--- src/rtl/lfsr8.sv ---
// lfsr8: seeded 8-bit Galois LFSR (x^8+x^6+x^5+x^4+1) advancing when enabled
module lfsr8 #(
    parameter logic [7:0] SEED = 8'hA5
) (
    input  logic       clk,
    input  logic       rst,
    input  logic       en,
    output logic [7:0] value
);

    // shift right and fold the taps in whenever the output bit is set
    always_ff @(posedge clk) begin
        if (rst) value <= SEED;
        else if (en) value <= {1'b0, value[7:1]} ^ (value[0] ? 8'hB8 : 8'h00);
    end

endmodule

--- config.mk ---
export PLATFORM = sky130hd
export DESIGN_NAME = lfsr8
export DESIGN_NICKNAME = d
export VERILOG_FILES = /design/src/rtl/lfsr8.sv
export SDC_FILE = /design/constraint.sdc
export NUM_CORES = 1
export LEC_CHECK = 0
export ABC_AREA = 1
export BUFFER_PORTS_ARGS = -buffer_cell sky130_fd_sc_hd__buf_2
export CORE_AREA = 2 2 40 42
export CTS_BUF_LIST = sky130_fd_sc_hd__clkbuf_8 sky130_fd_sc_hd__clkbuf_16
export CTS_CLUSTER_DIAMETER = 40
export DETAILED_ROUTE_END_ITERATION = 8
export DIE_AREA = 0 0 42 44
export GPL_TIMING_DRIVEN = 0
export HOLD_SLACK_MARGIN = 0.1
export SETUP_SLACK_MARGIN = 0.05
export SYNTH_ARGS = -nofsm -noshare
export SYNTH_HDL_FRONTEND = slang
export SYNTH_SLANG_ARGS = --single-unit
--- constraint.sdc ---
create_clock -name clk -period 1.55 [get_ports clk]
set_input_delay 0.155 -clock clk [delete_from_list [all_inputs] [get_ports clk]]
set_output_delay 0.155 -clock clk [all_outputs]
set_load 0.02 [all_outputs]
==> run summary, run 1 <==
result of the run - finished clean
simple logic cell fraction of the synthesized area - 24.6%
worst IR drop on VDD - 487 uV
WL met3 - 49 microns
Gate Count Post-Synth - 46
clock tree from TritonCTS - yes
detailed-route wire length - 659 microns
Reg2Reg Setup Slack - 0.70 ns
area taken by flip-flops and latches - 160 sq um
GRT Resource Usage Total - 8.90%
maximum number of pins on one net before global-route repair - 10
Setup TNS - 0 ns
total area of multi-input combinational cells - 129 sq um
unrepaired setup endpoints after global routing - no
Max Root-Sink Buffers - 2
fraction of the mapped netlist area in compound gates - 13.8%
die extent in x - 42 microns
post-synthesis mux area share - 0%
WP data arrival - 0.81 ns
clock sinks - 8
number of antenna diodes - 0
met2 wire len - 287 microns
total of buffers placed on input and output ports - 9
power per cell area - 1300 mW/mm^2
number of buffer and inverter instances along the worst setup path - 1
Synth-to-Final Area Change - 31.7%
final number of hold-violating endpoints - 0
FF-to-FF End - value[4]
final std cells w/o fill - 74
share of synthesized area occupied by flip-flops and latches - 47.8%
Core Box Area - 0.00142 sq mm
clock buffer count from CTS - 3
Adder-Cell Fraction of Synth Area - 0%
Routability Congestion - 0.734
parity-gate share of the synthesized area counting xor and xnor cells - 0%
warning count from the yosys run - 0
required time of the critical path - 1.39 ns
syn nets - 49
post-route met1 wirelength - 316 microns
Synth Area per Inst - 7.29 sq um
master of the slowest instance on the critical path - dfxtp_1
biggest regs - value: 8 flops
initial antenna violation count - 0
first-pass GRT wire length - 1210 microns
critical path startpoint category - flip-flop
Setup crit end kind - output port
number of DRC violations after detailed routing - 0
number of cells in the design after placement - 71
First DRT Iteration DRCs - 0
slew at the pin closest to its max-slew limit - 0.164 ns
Clock H-tree levels - 1
post-CTS setup buffer count - 0
leakage component of the power - 0.235 nW
Hold Buf Count CTS - 0
antenna-violating nets left - 0
# nets final - 63
number of iterations in the first detailed-routing pass - 1
highest routed metal layer - met4
number of standard-cell rows in the floorplan - 14
clock root buffer - clkbuf_8
full die area - 0.00185 sq mm
type of the most critical hold path - input pin to flip-flop
startpoint of the most critical hold path - en
routed len/inst - 8.91 microns
fill count - 150
hold path endpoint - value[0]
depth of the most critical reg-to-reg path - 5
worst skew pair latency - 0.23 ns
minimum clock period after layout - 0.968 ns
top register by number of flip-flops - value
Finish-stage setup viols - 0
post-detail-place hpwl - 466 microns
cell area after technology mapping - 335 sq um
combinational family with the most area after synthesis - simple AND/OR/NAND/NOR gates
via/cell ratio - 4.22
flip-flop and latch count after synthesis - 8
number of ports placed on the die boundary - 11
Period Utilization, post-route - 62.4%
cell-by-cell trace of the critical path - buf_2
number of instances resized during post-cts repair - 0
overall via count from detail_route - 312
flip-flop count of the largest register, all copies and words added - 8
remaining global-route overflow - 0
share of layout cells above drive strength 1 - 25.9%
Pins Over Slew Limit - 0
CP top delay family - flip-flops
highest net fanout along the worst path - 5
Relative slew margins - 89.0%
starting density of the core - 23.6%
clock transition at the registers of the reported paths - 0.04 ns
number of global-route vias before repair - 279
height of the die - 44 microns
Max Clock Freq - 1.03 GHz
delay of the slowest cell on the worst path - 0.39 ns
max-cap violation count - 0
distinct cell type count after synthesis - 12
worst reg2reg path startpoint - value[0]
launch point of the critical path - value[0]
critical path start-end classification - flip-flop to output port
hold path cells - 2
maximum clock skew at final layout - 0.00257 ns
routing by layer:
layer / vias up / global-route usage, %
li1: 167 / -
met2: 10 / 11.9
met1: 133 / 11.1
met4: 0 / 7.74
met5: - / 0
met3: 2 / 3.33
Yosys cell counts:
master,count,share of area [%]
nand2_1,14,16
dfxtp_1,8,48
inv_1,7,7.8
nor2_1,4,4.5
a21oi_1,3,4.5
nand3_1,3,4.5
o21ai_0,2,3.0
a21oi_2,1,2.6
buf_6,1,3.4
inv_6,1,2.6
o211ai_1,1,2.2
o21ai_1,1,1.5
worst max path at each step:
stage | endpoint | slack, ns | depth (start not counted)
after floorplan | value[3] | 0.63 | 5
after global placement | value[3] | 0.71 | 5
after detailed placement | value[3] | 0.72 | 5
after CTS | value[0] | 0.58 | 1
after global routing | value[0] | 0.53 | 1
final | value[0] | 0.58 | 1
cell usage in the layout (no fill, tap or decap):
| master | Yosys | layout |
|---|---|---|
| nand3_1 | 3 | 3 |
| o21ai_0 | 2 | 2 |
| buf_6 | 1 | 1 |
| o211ai_1 | 1 | 1 |
| a21oi_1 | 3 | 3 |
| buf_2 | 0 | 9 |
| a21oi_2 | 1 | 1 |
| nand2_1 | 14 | 14 |
| o21ai_1 | 1 | 1 |
| inv_1 | 7 | 7 |
| dfxtp_1 | 8 | 8 |
| nor2_1 | 4 | 4 |
| clkbuf_8 | 0 | 3 |
| inv_6 | 1 | 1 |
through the flow:
| stage | worst slack, ns | cell area (sq um) | power [W] | hold slack (ns) | utilization (%) |
|---|---|---|---|---|---|
| 4_1_cts | 0.582 | 442 | 0.000583 | 0.169 | 31.1 |
| 3_5_place_dp | 0.721 | 400 | 0.000327 | 0.411 | 28.2 |
| 2_1_floorplan | 0.634 | 335 | 0.000300 | 0.250 | - |
| 6_report | 0.582 | 442 | 0.000574 | 0.173 | 31.1 |
| 5_1_grt | 0.533 | 442 | 0.000612 | 0.193 | 31.1 |
| 3_3_place_gp | 0.708 | 400 | 0.000326 | 0.403 | 28.2 |
where the power goes:
| group | switching [W] | leakage, nW | internal [W] | total (W) |
|---|---|---|---|---|
| logic | 0.0000554 | 0.146 | 0.0000307 | 0.0000861 |
| clock network | 0.0000829 | 0.0216 | 0.000168 | 0.000251 |
| registers | 0.0000129 | 0.0668 | 0.000224 | 0.000237 |
| total | 0.000151 | 0.235 | 0.000423 | 0.000574 |
cell type report:
type,count,area share [%]
buffer,1,2.55
clock buffer,3,9.35
tap,16,4.53
inverter,8,7.93
multi-input combinational,29,29.2
timing repair buffer,9,10.2
sequential,8,36.3
cells by family after synthesis:
logic type,after synthesis
simple gates,21
compound gates,8
flops,8
buf+inv,9
Note: power is estimated with default switching activity, not from simulation.
==> run 2, diff against run 1 <==
ABC_AREA = 0   (was 1)
CORE_AREA = 2 2 39 41   (was 2 2 40 42)
DIE_AREA = 0 0 41 43   (was 0 0 42 44)
clock period = 0.83 ns   (was 1.55 ns; I/O delays follow)
==> run 2 against run 1 <==
The run now ends with negative setup slack left. Sequential cell count is the same. Synthesized cell count is 35% lower. Clock power grew 91%. Clock skew grew 0.0029 ns. Die area decreased by 4.6%. Count of clock-buffer cells in the layout is the same. Global-route usage grew 0.47 points. Synthesized area down 9.0%. Largest power group unchanged. Highest routed layer unchanged.
==> run summary, run 2 <==
proportion of register bits with asynchronous set or reset after synthesis - 0%
number of antenna diodes - 0
distinct cell type count after synthesis - 11
Synth-to-Final Area Change - 72.1%
remaining global-route overflow - 0
power per cell area - 2200 mW/mm^2
clock sinks - 8
clock root buffer - clkbuf_8
required time of the critical path - 0.98 ns
first-pass GRT wire length - 1050 microns
cell with the most instances after synthesis - dfxtp_1
final hold slack - 0.139 ns
detailed-route wire length - 621 microns
minimum clock period after layout - 0.867 ns
flip-flop and latch count after synthesis - 8
starting density of the core - 22.1%
Core Box Area - 0.00138 sq mm
unrepaired setup endpoints after global routing - yes
maximum clock skew at final layout - 0.00544 ns
Period Utilization, post-route - 104%
largest cells by area after synthesis - dfxtp_1, mux2i_1, xnor2_1
number of ports placed on the die boundary - 11
worst skew pair latency - 0.23 ns
Max Clock Freq - 1.15 GHz
number of iterations in the first detailed-routing pass - 3
share of synthesized area occupied by flip-flops and latches - 52.5%
First DRT Iteration DRCs - 4
Setup WS pre-CTS - -0.0483 ns
Gate Count Post-Synth - 30
number of global-route vias before repair - 259
commonest non-fill, non-tap cell in the layout - buf_6
most frequent cells in the layout - buf_6, mux2i_1, nor2_1, dfxtp_2
die extent in x - 41 microns
via/cell ratio - 4.10
Setup TNS - -0.0404 ns
post-detail-place hpwl - 423 microns
hold path endpoint - value[4]
Routability Congestion - 0.658
Finish-stage setup viols - 2
depth of the most critical reg-to-reg path - 3
result of the run - finished with violations
FF-to-FF End - value[3]
Final Total Pwr - 0.00116 W
critical path startpoint category - flip-flop
Setup crit end kind - flip-flop
most used standard cells in the synthesized netlist - dfxtp_1, mux2i_1, nor2_1
flip-flop count of the largest register, all copies and words added - 8
Clock H-tree levels - 1
biggest regs - value: 8 flops
full die area - 0.00176 sq mm
number of enable flip-flop cells after synthesis - 0
post-synth top area share - 52.5%
syn nets - 33
antenna-violating nets left - 0
Relative slew margins - 90.1%
leakage component of the power - 0.243 nW
number of DRC violations after detailed routing - 0
critical path start-end classification - flip-flop to flip-flop
startpoint of the most critical hold path - en
Pins Over Slew Limit - 0
warning count from the yosys run - 0
hold path cells - 3
initial antenna violation count - 0
clock buffer count from CTS - 3
max-cap violation count - 0
worst IR drop on VDD - 853 uV
maximum number of pins on one net before global-route repair - 11
total of buffers placed on input and output ports - 10
share of layout cells above drive strength 1 - 52.2%
overall via count from detail_route - 254
top_reg_cell synth - dfxtp_1
slew at the pin closest to its max-slew limit - 0.144 ns
top register by number of flip-flops - value
worst reg2reg path startpoint - value[0]
WP data arrival - 1.02 ns
worst-case setup margin in the final layout - -0.0372 ns
Synth Area per Inst - 10.2 sq um
clock transition at the registers of the reported paths - 0.04 ns
Max Root-Sink Buffers - 2
dominant cell type by area after synthesis - dfxtp_1
failing checks - negative setup slack
type of the most critical hold path - input pin to flip-flop
highest net fanout along the worst path - 5
GRT Resource Usage Total - 9.37%
number of standard-cell rows in the floorplan - 14
# nets final - 50
height of the die - 43 microns
Reg2Reg Setup Slack - -0.04 ns
clock tree from TritonCTS - yes
final number of hold-violating endpoints - 0
cell area after technology mapping - 305 sq um
routed len/inst - 10.0 microns
post-CTS setup buffer count - 0
==> run 2: cell types whose count changed in the layout (fill, tap and decap cells not counted), moves of 4 or more <==
cell / before / now
inv_1: 7 / 2
nand2_1: 14 / 3
buf_2: 9 / 3
dfxtp_1: 8 / 1
mux2i_1: 0 / 5
buf_6: 1 / 7
dfxtp_2: 0 / 4
==> run 2: logic make-up after synthesis <==
family	Yosys count	share of synthesized area (%)
buffers and inverters	3	5.33
AOI/OAI and AO/OA	3	6.97
and+or+nand+nor	8	10.2
muxes	5	16.4
xor gates and xnor gates	3	8.61
DFF	8	52.5
==> run 2: routing by layer <==
| layer | GRT usage, % | vias up | wire length (microns) |
|---|---|---|---|
| met2 | 10.6 | 10 | 249 |
| met5 | 0 | - | 0 |
| met4 | 10.0 | 0 | 27 |
| met1 | 12.3 | 109 | 310 |
| li1 | - | 132 | - |
| met3 | 3.14 | 3 | 33 |
==> run 2: worst max path at each step <==
| stage | start | endpoint | slack [ns] | depth (start not counted) |
|---|---|---|---|---|
| 6_report | value[0] | value[3] | -0.04 | 3 |
| 5_1_grt | value[0] | value[3] | -0.06 | 3 |
| 3_5_place_dp | value[0] | value[3] | -0.05 | 3 |
| 3_3_place_gp | value[0] | value[3] | -0.02 | 3 |
| 4_1_cts | value[0] | value[3] | -0.07 | 3 |
| 2_1_floorplan | value[0] | value[4] | -0.03 | 3 |
==> run 2: where the power goes <==
part / total [W] / switching (W) / internal [W]
registers: 0.000454 / 0.0000323 / 0.000422
clock network: 0.000480 / 0.000159 / 0.000321
logic: 0.000224 / 0.000101 / 0.000123
total: 0.00116 / 0.000293 / 0.000866
==> run 2: cell type report <==
class                           count  area (sq um)
Timing Repair Buffer               12           116
Clock inverter                      1          3.75
Clock buffer                        3          41.3
Inverter                            1          3.75
Buffer                              2          22.5
Sequential cell                     8           176
Fill cell                         137           858
Multi-Input combinational cell     19           141
Tap cell                           16          20.0
==> run 2: worst max-delay path: stages (launching register included) <==
cell and delay (ns):
dfxtp_4 0.34, buf_8 0.12, xnor2_2 0.12, a211oi_2 0.20
==> run 2: metrics by stage <==
stage                     util (%)  cells  cell area [sq um]
after global placement        28.0     56                388
after global routing          38.0     62                526
final                         38.0     62                526
after detailed placement      28.0     56                388
after floorplan                  -     30                318
after CTS                     35.4     61                490
==> run 2: what timing repair did <==
| item | 4_1_cts | 5_1_grt |
|---|---|---|
| pin swaps | 1 | 4 |
| hold endpoints to repair | 3 | 1 |
| gates resized for setup | 19 | 7 |
| setup endpoints to repair | 12 | 15 |
| hold buffers | 1 | 1 |
==> run 3, diff against run 2 <==
clock period = 1 ns   (was 0.83 ns; I/O delays follow)
==> run 3 against run 2 <==
The run now ends clean. Non-clock buffer count is 2 lower. Power decreased by 23%. Utilization is 7.8 points lower. First-iteration DRC count unchanged. Final area fell by 20%. Cell count is 4.8% lower. Sequential share of layout area up 5.1 points. Clock skew down 0.00073 ns. Via count decreased by 5.5%. Critical endpoint unchanged.
==> run summary, run 3 (same netlist as run 2, synthesis figures left out) <==
most frequent cells in the layout - buf_2, dfxtp_1, mux2i_1, nor2_1
worst-case setup margin in the final layout - 0.114 ns
Sequential Power Share - 41.4%
end of the critical path - value[3]
fill count - 147
Switching Power - 0.000222 W
Max Root-Sink Buffers - 2
biggest regs - value: 8 flops
minimum clock period after layout - 0.886 ns
maximum number of pins on one net before global-route repair - 11
clock transition at the registers of the reported paths - 0.04 ns
area taken by flip-flops and latches - 161 sq um
final number of hold-violating endpoints - 0
share of layout cells above drive strength 1 - 37.2%
initial antenna violation count - 0
flip-flop count of the largest register, all copies and words added - 8
antenna-violating nets left - 0
Period Utilization, post-route - 88.6%
highest routed metal layer - met3
die extent in x - 41 microns
Setup TNS - 0 ns
unrepaired setup endpoints after global routing - no
Setup crit end kind - flip-flop
highest net fanout along the worst path - 5
critical path startpoint category - flip-flop
share of total power in the clock network - 43.3%
total area of multi-input combinational cells - 129 sq um
routed len/inst - 9.98 microns
worst IR drop on VDD - 860 uV
number of antenna diodes - 0
slew at the pin closest to its max-slew limit - 0.173 ns
starting density of the core - 22.1%
clock tree from TritonCTS - yes
Synth-to-Final Area Change - 36.9%
leakage component of the power - 0.193 nW
total of buffers placed on input and output ports - 10
clock sinks - 8
First DRT Iteration DRCs - 4
Pins Over Slew Limit - 0
launch point of the critical path - value[0]
maximum clock skew at final layout - 0.00470 ns
overall via count from detail_route - 240
WL met3 - 61 microns
Relative slew margins - 88.4%
clock root buffer - clkbuf_8
Core Box Area - 0.00138 sq mm
via/cell ratio - 4.07
clock buffer count from CTS - 3
Hold Buf Count CTS - 0
# nets final - 48
Routability Congestion - 0.687
Clock H-tree levels - 1
depth of the most critical reg-to-reg path - 3
first-pass GRT wire length - 945 microns
power per cell area - 2130 mW/mm^2
full die area - 0.00176 sq mm
GRT Resource Usage Total - 8.56%
commonest non-fill, non-tap cell in the layout - buf_2
type of the most critical hold path - input pin to flip-flop
number of DRC violations after detailed routing - 0
met2 wire len - 262 microns
WP data arrival - 1.03 ns
post-detail-place hpwl - 409 microns
Reg2Reg Setup Slack - 0.11 ns
post-route met1 wirelength - 265 microns
worst skew pair latency - 0.23 ns
number of standard-cell rows in the floorplan - 14
worst reg2reg path startpoint - value[0]
top register by number of flip-flops - value
number of global-route vias before repair - 230
number of ports placed on the die boundary - 11
FF-to-FF End - value[3]
height of the die - 43 microns
Setup WS pre-CTS - 0.0959 ns
result of the run - finished clean
max-cap violation count - 0
switching share of power - 25.0%
number of iterations in the first detailed-routing pass - 2
critical path start-end classification - flip-flop to flip-flop
required time of the critical path - 1.14 ns
detailed-route wire length - 589 microns
Finish-stage setup viols - 0
Power Internal - 0.000667 W
remaining global-route overflow - 0
portion of total power attributed to combinational logic - 15.4%
Max Clock Freq - 1.13 GHz
==> run 3: cell types whose count changed in the layout (fill, tap and decap cells not counted), sizes merged <==
cell	change
dlymetal6s4s	-1
dlygate4sd3	-1
inv	-1
==> run 3: cell type report <==
type,instances,area share (%)
inverters,1,0.898
multi-input cells,19,30.8
flip-flops and latches,8,38.6
well taps,16,4.79
plain buffers,2,2.99
repair buffers,10,12.0
clock buffers,3,9.88
==> run 3: timing repair <==
action | CTS | global route
endpoints found under the setup margin | 0 | 2
setup buffers | 0 | 0
gates resized for setup | 0 | 1
hold endpoints to repair | 0 | 0
==> run 3: per-layer routing <==
layer | vias up | global-route usage (%)
li1 | 126 | -
met1 | 105 | 9.74
met2 | 9 | 10.6
met3 | 0 | 7.85
met4 | 0 | 4.00
met5 | - | 0
==> run 3: worst min-delay path by stage <==
stage	startpoint	endpoint	slack [ns]	cells after the start
2_1_floorplan	rst	value[1]	0.17	1
3_3_place_gp	rst	value[3]	0.35	2
3_5_place_dp	rst	value[1]	0.36	2
4_1_cts	rst	value[4]	0.12	2
5_1_grt	rst	value[3]	0.14	2
6_report	rst	value[4]	0.12	2
==> run 3: stage by stage <==
| step | cell area [sq um] | power [W] | hold WS (ns) | utilization [%] | instances |
|---|---|---|---|---|---|
| after floorplan | 307 | 0.000468 | 0.172 | - | 30 |
| after global placement | 377 | 0.000510 | 0.355 | 27.2 | 56 |
| after detailed placement | 377 | 0.000512 | 0.358 | 27.2 | 56 |
| after CTS | 418 | 0.000908 | 0.115 | 30.2 | 59 |
| after global routing | 418 | 0.000939 | 0.139 | 30.2 | 59 |
| final | 418 | 0.000890 | 0.119 | 30.2 | 59 |
==> run 3: power by group through the flow <==
stage                     registers, W  logic [W]  clock network, W
after floorplan               0.000405  0.0000630                 0
after global placement        0.000373   0.000136                 0
after detailed placement      0.000374   0.000138                 0
after CTS                     0.000369   0.000138          0.000401
after global routing          0.000371   0.000148          0.000419
final                         0.000368   0.000137          0.000385
==> run 3: worst max-delay path, cell delays in order, from the launching register on <==
cell	delay (ns)
dfxtp_2	0.31
buf_2	0.15
xnor2_1	0.13
a211oi_1	0.22
